File: config.mk
export PLATFORM = sky130hd
export DESIGN_NAME = ncc_sequencer
export DESIGN_NICKNAME = d
export VERILOG_FILES = /design/src/rtl/ncc_sequencer.sv
export SDC_FILE = /design/constraint.sdc
export NUM_CORES = 1
export LEC_CHECK = 0
export CAP_MARGIN = 20
export CORE_ASPECT_RATIO = 2
export CORE_MARGIN = 10
export CORE_UTILIZATION = 36
export DETAILED_ROUTE_END_ITERATION = 12
export PLACE_DENSITY_LB_ADDON = 0.12
export RECOVER_POWER = 50
export SLEW_MARGIN = 20
export SYNTH_ARGS = -nofsm -noshare
export SYNTH_HDL_FRONTEND = slang
export SYNTH_SLANG_ARGS = --single-unit
File: constraint.sdc
create_clock -name clk -period 2.6 [get_ports clk]
set_clock_uncertainty 0.1 [all_clocks]
set_input_delay 0.52 -clock clk [delete_from_list [all_inputs] [get_ports clk]]
set_output_delay 0.52 -clock clk [all_outputs]
set_load 0.05 [all_outputs]
File: src/rtl/ncc_sequencer.sv
// -----------------------------------------------------------------------------
// ncc_sequencer
//
// Purpose:
//   Control FSM for the 16x16 NCC processing-element array. A pass first loads
//   the 256-pixel descriptor into the PE descriptor registers, one 32-bit word
//   (four pixels) at a time. It then streams WIN_COLS window pixels through the
//   array. Each accepted pixel pulses the window-register and accumulator-
//   register loads. The FSM flags each cycle in which the array output holds a
//   valid correlation result.
//
// Ports:
//   clk, rst        clock, synchronous active-high reset
//   start           begin a pass (only honoured in IDLE)
//   desc_valid      descriptor word available
//   desc_ack        descriptor word consumed this cycle
//   load_desc_now   strobe to the PE descriptor registers
//   load_row        one-hot descriptor row select (zero unless load_desc_now)
//   load_col_grp    one-hot column-group select (zero unless load_desc_now)
//   win_valid       window pixel available
//   win_ready       sequencer accepts window pixels (WIN_STREAM)
//   load_win_reg    shift the window pixel into the array
//   load_acc_reg    load the PE accumulator registers
//   result_valid    array accOut holds a valid result (registered)
//   result_idx      window position of the current result (holds when idle)
//   busy            high in every state except IDLE
//   done            one-cycle pulse at the end of a pass
//   stall_cycles    count of window-starved cycles in WIN_STREAM
//
// Configuration:
//   NCC_SEQ_STALL_CNT_EN  when defined, builds a saturating 16-bit counter of
//                         WIN_STREAM cycles with win_valid low. When undefined,
//                         stall_cycles is tied to zero.
// -----------------------------------------------------------------------------
module ncc_sequencer #(
  parameter int ROWS       = 16,
  parameter int COL_GROUPS = 4,
  parameter int WIN_COLS   = 640
) (
  input  logic                        clk,
  input  logic                        rst,
  input  logic                        start,
  input  logic                        desc_valid,
  output logic                        desc_ack,
  output logic                        load_desc_now,
  output logic [ROWS-1:0]             load_row,
  output logic [COL_GROUPS-1:0]       load_col_grp,
  input  logic                        win_valid,
  output logic                        win_ready,
  output logic                        load_win_reg,
  output logic                        load_acc_reg,
  output logic                        result_valid,
  output logic [$clog2(WIN_COLS)-1:0] result_idx,
  output logic                        busy,
  output logic                        done,
  output logic [15:0]                 stall_cycles
);

  localparam int RW      = (ROWS > 1) ? $clog2(ROWS) : 1;
  localparam int CW      = (COL_GROUPS > 1) ? $clog2(COL_GROUPS) : 1;
  localparam int IW      = $clog2(WIN_COLS);
  // A result emerges once the window has filled every PE column.
  localparam int RES_OFS = 4 * COL_GROUPS - 1;

  localparam logic [2:0] IDLE       = 3'd0;
  localparam logic [2:0] DESC_WAIT  = 3'd1;
  localparam logic [2:0] DESC_LOAD  = 3'd2;
  localparam logic [2:0] WIN_STREAM = 3'd3;
  localparam logic [2:0] DONE       = 3'd4;

  logic [2:0]    state_reg, state_next;
  logic [RW-1:0] row_reg;
  logic [CW-1:0] col_reg;
  logic [IW-1:0] beat_reg;
  logic          result_valid_reg;
  logic [IW-1:0] result_idx_reg;

  logic last_word;
  logic last_beat;
  logic beat_has_result;

  assign last_word       = (row_reg == RW'(ROWS - 1)) && (col_reg == CW'(COL_GROUPS - 1));
  assign last_beat       = (beat_reg == IW'(WIN_COLS - 1));
  assign beat_has_result = (beat_reg >= IW'(RES_OFS));

  // Strobes are decoded from the registered state and the handshake input.
  assign desc_ack      = (state_reg == DESC_WAIT) && desc_valid;
  assign load_desc_now = desc_ack;
  assign win_ready     = (state_reg == WIN_STREAM);
  assign load_win_reg  = win_ready && win_valid;
  assign load_acc_reg  = load_win_reg;
  assign busy          = (state_reg != IDLE);
  assign done          = (state_reg == DONE);
  assign result_valid  = result_valid_reg;
  assign result_idx    = result_idx_reg;

  // One-hot row and column-group selects are gated by the load strobe.
  genvar gi;
  generate
    for (gi = 0; gi < ROWS; gi++) begin : g_row_dec
      assign load_row[gi] = load_desc_now && (row_reg == RW'(gi));
    end
    for (gi = 0; gi < COL_GROUPS; gi++) begin : g_col_dec
      assign load_col_grp[gi] = load_desc_now && (col_reg == CW'(gi));
    end
  endgenerate

  always_comb begin
    state_next = state_reg;
    case (state_reg)
      IDLE:       if (start) state_next = DESC_WAIT;
      DESC_WAIT:  if (desc_valid) state_next = DESC_LOAD;
      DESC_LOAD:  state_next = last_word ? WIN_STREAM : DESC_WAIT;
      WIN_STREAM: if (win_valid && last_beat) state_next = DONE;
      DONE:       state_next = IDLE;
      default:    state_next = IDLE;
    endcase
  end

  always_ff @(posedge clk) begin
    if (rst) begin
      state_reg        <= IDLE;
      row_reg          <= '0;
      col_reg          <= '0;
      beat_reg         <= '0;
      result_valid_reg <= 1'b0;
      result_idx_reg   <= '0;
    end else begin
      state_reg <= state_next;

      case (state_reg)
        IDLE: begin
          if (start) begin
            row_reg  <= '0;
            col_reg  <= '0;
            beat_reg <= '0;
          end
        end
        DESC_LOAD: begin
          if (col_reg == CW'(COL_GROUPS - 1)) begin
            col_reg <= '0;
            row_reg <= (row_reg == RW'(ROWS - 1)) ? '0 : row_reg + RW'(1);
          end else begin
            col_reg <= col_reg + CW'(1);
          end
        end
        WIN_STREAM: begin
          if (win_valid) beat_reg <= beat_reg + IW'(1);
        end
        default: ;
      endcase

      // The result for beat b appears the cycle after b is accepted.
      result_valid_reg <= load_win_reg && beat_has_result;
      if (load_win_reg && beat_has_result)
        result_idx_reg <= beat_reg - IW'(RES_OFS);
    end
  end

`ifdef NCC_SEQ_STALL_CNT_EN
  logic [15:0] stall_reg;

  always_ff @(posedge clk) begin
    if (rst) begin
      stall_reg <= '0;
    end else if ((state_reg == IDLE) && start) begin
      stall_reg <= '0;
    end else if ((state_reg == WIN_STREAM) && !win_valid && (stall_reg != 16'hFFFF)) begin
      stall_reg <= stall_reg + 16'd1;
    end
  end

  assign stall_cycles = stall_reg;
`else
  assign stall_cycles = 16'd0;
`endif

endmodule

; After elaboration in Yosys (flattened, before gate mapping)
; Index checks and enable logic that the tools add are counted.
[word_totals]
elab_cells = 89
output_inout_bits = 54
reg_bits = 30
input_bits = 5
[classes]
n_reduce_logical = 35
order_cmp = 1
eq_ne = 28
n_addsub = 4
n_mux = 15
[ops]
columns = op, n
row1 = $eq 4x4->1 const B, 8
row2 = $logic_and 1x1->1, 25
row3 = $mux 10, 2
row4 = $pmux 10 s2, 1
row5 = $eq 4x3->1 const B, 4
row6 = $mux 4, 3
row7 = $pmux 3 s4, 1
row8 = $add 10x1->10 const B, 1
row9 = $eq 10x10->1 const B, 1
row10 = $ge 10x4->1 const B, 1
row11 = $sub 10x4->10 const B, 1
row12 = $mux 3, 3
row13 = $reduce_and 3->1, 3
row14 = $eq 4x2->1 const B, 2
row15 = $ne 2x2->1 const B, 4
row16 = $pmux 4 s2, 1
row17 = $eq 3x2->1 const B, 2
row18 = $mux 2, 3
row19 = $add 4x1->4 const B, 1
row20 = $eq 2x2->1 const B, 2
row21 = $eq 4x1->1 const B, 1
row22 = $logic_not 4->1, 1
row23 = $pmux 2 s2, 1
row24 = $reduce_bool 2->1, 2
row25 = 9 further kinds, 9

; Logic depth before layout (Yosys ltp)
[logic_depth]
ltp_word = 4
mapped_depth = 6
mapped_depth_nobuf = 5

; Worst setup path after synthesis
; Ideal clock, no wire load.
[synth_path]
path_type = input to output
from = input desc_valid
to = output load_row[0]
arrival_time_ns = 2.755
t_required_ns = 1.980
stages = 4
n_path_buf = 0
setup_slack_ns = -0.775
path_cell_list = nand2_1 nor3_2 nand2_1 nor3_1
[synth_between]
elab_chain_cells = 2
[synth_rtl]
columns = element, line_no
row1 = start: declaration, 43  ; input logic desc_valid,
row2 = $logic_and 1x1->1, 87  ; assign desc_ack = (state_reg == DESC_WAIT) && desc_valid;
row3 = via desc_ack, 44  ; output logic desc_ack,
row4 = $logic_and 1x1->1, 101  ; assign load_row[gi] = load_desc_now && (row_reg == RW'(gi));
row5 = end: declaration, 46  ; output logic [ROWS-1:0] load_row,
; The timed path passes the listed nets, and every way through them passes these cells.

; Worst setup path in the final report
[layout_path]
from = register state_reg[0]
to = output load_row[3]
[layout_between]
elab_chain_cells = 3
[layout_rtl]
columns = element, line_no
row1 = start: declaration, 71  ; logic [2:0] state_reg, state_next;
row2 = start signal: assignment, 129  ; state_reg <= state_next;
row3 = $eq 3x1->1, 87
row4 = $logic_and 1x1->1, 87
row5 = $logic_and 1x1->1, 101
; No other way between the ends.

==> run_summary.xml <==
<?xml version="1.0" encoding="UTF-8"?>
<metrics>
  <group name="status">
    <metric name="outcome" unit="">complete, no violations</metric>
  </group>
  <group name="clocking">
    <metric name="clk_pin_slew" unit="ps">70</metric>
    <metric name="cts_made_buffers" unit="">5</metric>
    <metric name="cts.sink_count" unit="">30</metric>
    <metric name="root_buffer" unit="">sky130_fd_sc_hd__clkbuf_8</metric>
    <metric name="cts_max_level" unit="">2</metric>
    <metric name="cts-hold-fix-buffers" unit="">0</metric>
    <metric name="tritoncts" unit="">built</metric>
    <metric name="clock_insertion_delay_worst_skew" unit="ps">280</metric>
    <metric name="clock_buffer_depth" unit="">2</metric>
  </group>
  <group name="worst_setup_path">
    <metric name="reg2reg_depth" unit="">4</metric>
    <metric name="crit_path_max_fanout" unit="">10</metric>
    <metric name="buffers_inverters_on_critical_path" unit="">2</metric>
    <metric name="reg2reg_to" unit="">result_idx[0]</metric>
    <metric name="setup.worst_path.end_class" unit="">primary output</metric>
    <metric name="worstSetupStartpointType" unit="">register</metric>
    <metric name="crit_family" unit="">simple AND/OR/NAND/NOR gates</metric>
    <metric name="reg2reg_from" unit="">beat_reg[4]</metric>
    <metric name="slowest_delay" unit="ps">500</metric>
    <metric name="critPathArrivalTime" unit="ps">1850</metric>
    <metric name="critical-path-slowest-cell" unit="">sky130_fd_sc_hd__dfxtp_1</metric>
    <metric name="ff2ff_setup_slack" unit="ps">550</metric>
    <metric name="timing.critical_path.cells" unit="">nand2_2 &gt; nor3_4 &gt; buf_4 &gt; nand2_2 &gt; nor3_4 &gt; buf_12</metric>
    <metric name="criticalPathCategory" unit="">register to primary output</metric>
    <metric name="timing.critical_path.required" unit="ps">1980</metric>
  </group>
  <group name="grt">
    <metric name="grt_overflow" unit="">0</metric>
    <metric name="largest_net_degree_at_the_start_of_global_routing" unit="">17</metric>
    <metric name="grt_antenna_before_repair" unit="">0</metric>
    <metric name="grt_first_pass_wirelength" unit="µm">8818</metric>
    <metric name="vias_in_the_first_global_route" unit="">1815</metric>
    <metric name="grt_use_total" unit="%">12.21</metric>
  </group>
  <group name="placed_design">
    <metric name="buffer_ports.inserted" unit="">42</metric>
    <metric name="gpl.final_weighted_congestion" unit="">0.8285</metric>
    <metric name="instance_area_after_placement" unit="µm²">2621</metric>
    <metric name="hpwlAfterDp" unit="µm">4508</metric>
    <metric name="pre_cts_ws" unit="ps">33.70</metric>
    <metric name="numPlacedInstances" unit="">335</metric>
  </group>
  <group name="cells_and_area">
    <metric name="final.fill_count" unit="">496</metric>
    <metric name="multiInputGateArea" unit="µm²">1169</metric>
    <metric name="design_area" unit="µm²">2728</metric>
    <metric name="area_delta_synth_final" unit="%">42.21</metric>
    <metric name="final-seq-area" unit="µm²">600.6</metric>
    <metric name="final-instance-count-excl-fill" unit="">344</metric>
    <metric name="final_layout_size_suffix_gt1_share" unit="%">19.93</metric>
    <metric name="nNetsFinal" unit="">299</metric>
    <metric name="ant_diodes" unit="">0</metric>
  </group>
  <group name="floorplanning">
    <metric name="core_region_area" unit="µm²">5139</metric>
    <metric name="die_height" unit="µm">123.2</metric>
    <metric name="die_x" unit="µm">71.62</metric>
    <metric name="die_area" unit="µm²">8825</metric>
    <metric name="initial_utilization" unit="%">37.33</metric>
    <metric name="io_pins" unit="">59</metric>
    <metric name="fp-row-count" unit="">37</metric>
  </group>
  <group name="sta">
    <metric name="final_min_period_over_clock_period" unit="%">94.89</metric>
    <metric name="finalSetupViolations" unit="">0</metric>
    <metric name="slew_violations" unit="">0</metric>
    <metric name="worst_slew_margin_rel" unit="%">63.33</metric>
    <metric name="worst_slack" unit="ps">132.9</metric>
    <metric name="achievable-frequency" unit="MHz">405.3</metric>
    <metric name="timing_worst_slew_pin_value" unit="ps">545.0</metric>
    <metric name="whs" unit="ps">382.4</metric>
    <metric name="finalWorstPathRequiredPeriod" unit="ps">2467</metric>
    <metric name="hold_viol" unit="">0</metric>
  </group>
  <group name="synthesis">
    <metric name="synth_area_leaders" unit="">sky130_fd_sc_hd__dfxtp_1 (31%), sky130_fd_sc_hd__buf_4 (7.0%), sky130_fd_sc_hd__ha_1 (5.9%)</metric>
    <metric name="synth_compound_area_share" unit="%">19.90</metric>
    <metric name="post_synth_and_or_nand_nor_area_fraction" unit="%">25.31</metric>
    <metric name="cells_after_synth" unit="">242</metric>
    <metric name="synthXorXnorAreaFrac" unit="%">5.023</metric>
    <metric name="mappedNetlistArea" unit="µm²">1918</metric>
    <metric name="synth-adder-area-share" unit="%">5.871</metric>
    <metric name="synth.mux.area_fraction" unit="%">0</metric>
    <metric name="synth_cell_type_count" unit="">46</metric>
    <metric name="synthDominantCellAreaShare" unit="%">31.31</metric>
    <metric name="mean_post_synth_cell_area" unit="µm²">7.926</metric>
    <metric name="ys_seq_elements" unit="">30</metric>
    <metric name="synth_top_cell_by_area" unit="">sky130_fd_sc_hd__dfxtp_1</metric>
    <metric name="synth-warning-count" unit="">0</metric>
    <metric name="synth-seq-area-share" unit="%">31.31</metric>
    <metric name="synth_top_family_by_area" unit="">simple AND/OR/NAND/NOR gates</metric>
  </group>
  <group name="job">
    <metric name="cap_viol_max_count" unit="">0</metric>
  </group>
  <group name="power_and_ir_drop">
    <metric name="worst_ir_drop_vdd" unit="V">0.0003257</metric>
    <metric name="leakage" unit="nW">1.029</metric>
    <metric name="power.internal" unit="µW">798.1</metric>
    <metric name="clock_power_share" unit="%">41.5</metric>
    <metric name="netSwitchingPower" unit="µW">325.1</metric>
    <metric name="comb_power_share" unit="%">16.4</metric>
    <metric name="power_per_cell_area" unit="nW/µm²">411.8</metric>
    <metric name="share_of_total_power_in_sequential_cells" unit="%">42.1</metric>
    <metric name="power.switching_fraction" unit="%">28.94</metric>
  </group>
  <group name="worst_hold_path">
    <metric name="worst_hold_path.num_cells" unit="">2</metric>
    <metric name="timing.hold.worst.class" unit="">register to register</metric>
    <metric name="whs_endpoint" unit="">result_idx[1]</metric>
    <metric name="worst_hold_startpoint" unit="">result_idx[1]</metric>
  </group>
  <group name="routing">
    <metric name="drt-wirelength-per-cell" unit="µm">16.06</metric>
    <metric name="route.final.wire_length" unit="µm">5525</metric>
    <metric name="initialDrtViolationCount" unit="">59</metric>
    <metric name="first_pass_iters" unit="">5</metric>
    <metric name="ant_nets" unit="">0</metric>
    <metric name="remaining_drc_errors" unit="">0</metric>
    <metric name="dr_vias" unit="">1837</metric>
    <metric name="drt-vias-per-instance" unit="">5.340</metric>
  </group>
</metrics>
[kinds of logic after synthesis]
| kind of cell | after synthesis |
|---|---|
| AND/OR/NAND/NOR | 92 |
| XOR/XNOR | 11 |
| other | 1 |
| adder cells (fa/ha/maj) | 9 |
| buffers and inverters | 42 |
| flip-flops | 30 |
| AO/OA/AOI/OAI | 57 |
[power by group through the flow]
stage	logic (mW)	registers [mW]	clock network [mW]
5_1_grt	0.197	0.474	0.494
3_3_place_gp	0.184	0.483	0
6_report	0.184	0.473	0.466
4_1_cts	0.184	0.473	0.482
2_1_floorplan	0.152	0.476	0
3_5_place_dp	0.184	0.483	0
[metrics by stage]
| step | power, mW | TNS [ps] | util (%) |
|---|---|---|---|
| final | 1.123 | 0 | 53.08 |
| after global routing | 1.166 | -11.21 | 53.08 |
| after CTS | 1.140 | 0 | 53.13 |
| after detailed placement | 0.6672 | 0 | 51.01 |
| after global placement | 0.6669 | 0 | 51.01 |
| after floorplan | 0.6277 | -1345 | - |
[tightest hold or removal path: stages, from the launching register on]
cell	delay, ps
sky130_fd_sc_hd__dfxtp_1	310
sky130_fd_sc_hd__o21ai_0	70
sky130_fd_sc_hd__a21oi_1	60
[Yosys cell counts, drive strengths merged]
master,n
dfxtp,30
a22oi,2
nor2b,1
clkinv,1
nor2,31
a2111oi,1
o22ai,2
xnor2,8
or4b,1
and2,8
nor3,10
o21ai,11
nor4,2
nand4b,1
conb,1
and4,1
or2,1
a32oi,1
nand2b,2
clkbuf,8
and3,1
xor2,3
or3,4
nand3b,3
nand2,13
a21oi,19
o31ai,1
buf,23
a311oi,3
a31oi,1
a211oi,10
o211ai,2
inv,10
o41a,1
nand3,8
ha,9
o2111ai,1
nand4,3
a41oi,2
nor4b,1
or2b,1
[timing repair]
item	CTS	global route
gates resized for setup	0	5
endpoints found under the setup margin	0	8
setup buffers	0	1
[worst max path at each step]
stage | depth (start not counted) | startpoint | slack (ps) | endpoint
floorplan | 4 | desc_valid | -120 | load_row[10]
global placement | 6 | desc_valid | 50 | load_row[10]
detailed placement | 6 | desc_valid | 30 | load_row[9]
CTS | 6 | desc_valid | 30 | load_row[9]
global route | 6 | state_reg[0] | -10 | load_row[3]
finish | 6 | state_reg[0] | 130 | load_row[3]
[placed cells by master, fill, tap and decap left out, types with 9 or more instances in the layout]
cell and instances:
sky130_fd_sc_hd__o21ai_0 11, sky130_fd_sc_hd__nor2_1 27, sky130_fd_sc_hd__a211oi_1 10, sky130_fd_sc_hd__a21oi_1 19, sky130_fd_sc_hd__dlygate4sd3_1 10, sky130_fd_sc_hd__buf_12 25, sky130_fd_sc_hd__conb_1 16, sky130_fd_sc_hd__dfxtp_1 30
sky130_fd_sc_hd__nand2_1 11, sky130_fd_sc_hd__inv_1 10, sky130_fd_sc_hd__buf_4 10, sky130_fd_sc_hd__ha_1 9
[layer usage]
layer | up-vias | track usage [%] | part of all wire [%]
met1 | 845 | 10.10 | 33
met5 | - | 0 | 0
li1 | 907 | - | -
met3 | 18 | 3.288 | 6.1
met2 | 67 | 24.22 | 56
met4 | 0 | 7.421 | 4.8
[area by class of cell]
cell class / count / share of cell area, %
clock buffers: 5 / 2.523
flip-flops and latches: 30 / 22.02
well taps: 58 / 2.661
repair buffers: 52 / 26.97
clock inverters: 3 / 1.468
multi-input cells: 185 / 42.84
inverters: 11 / 1.514
Power figures use the tool's default switching activity.
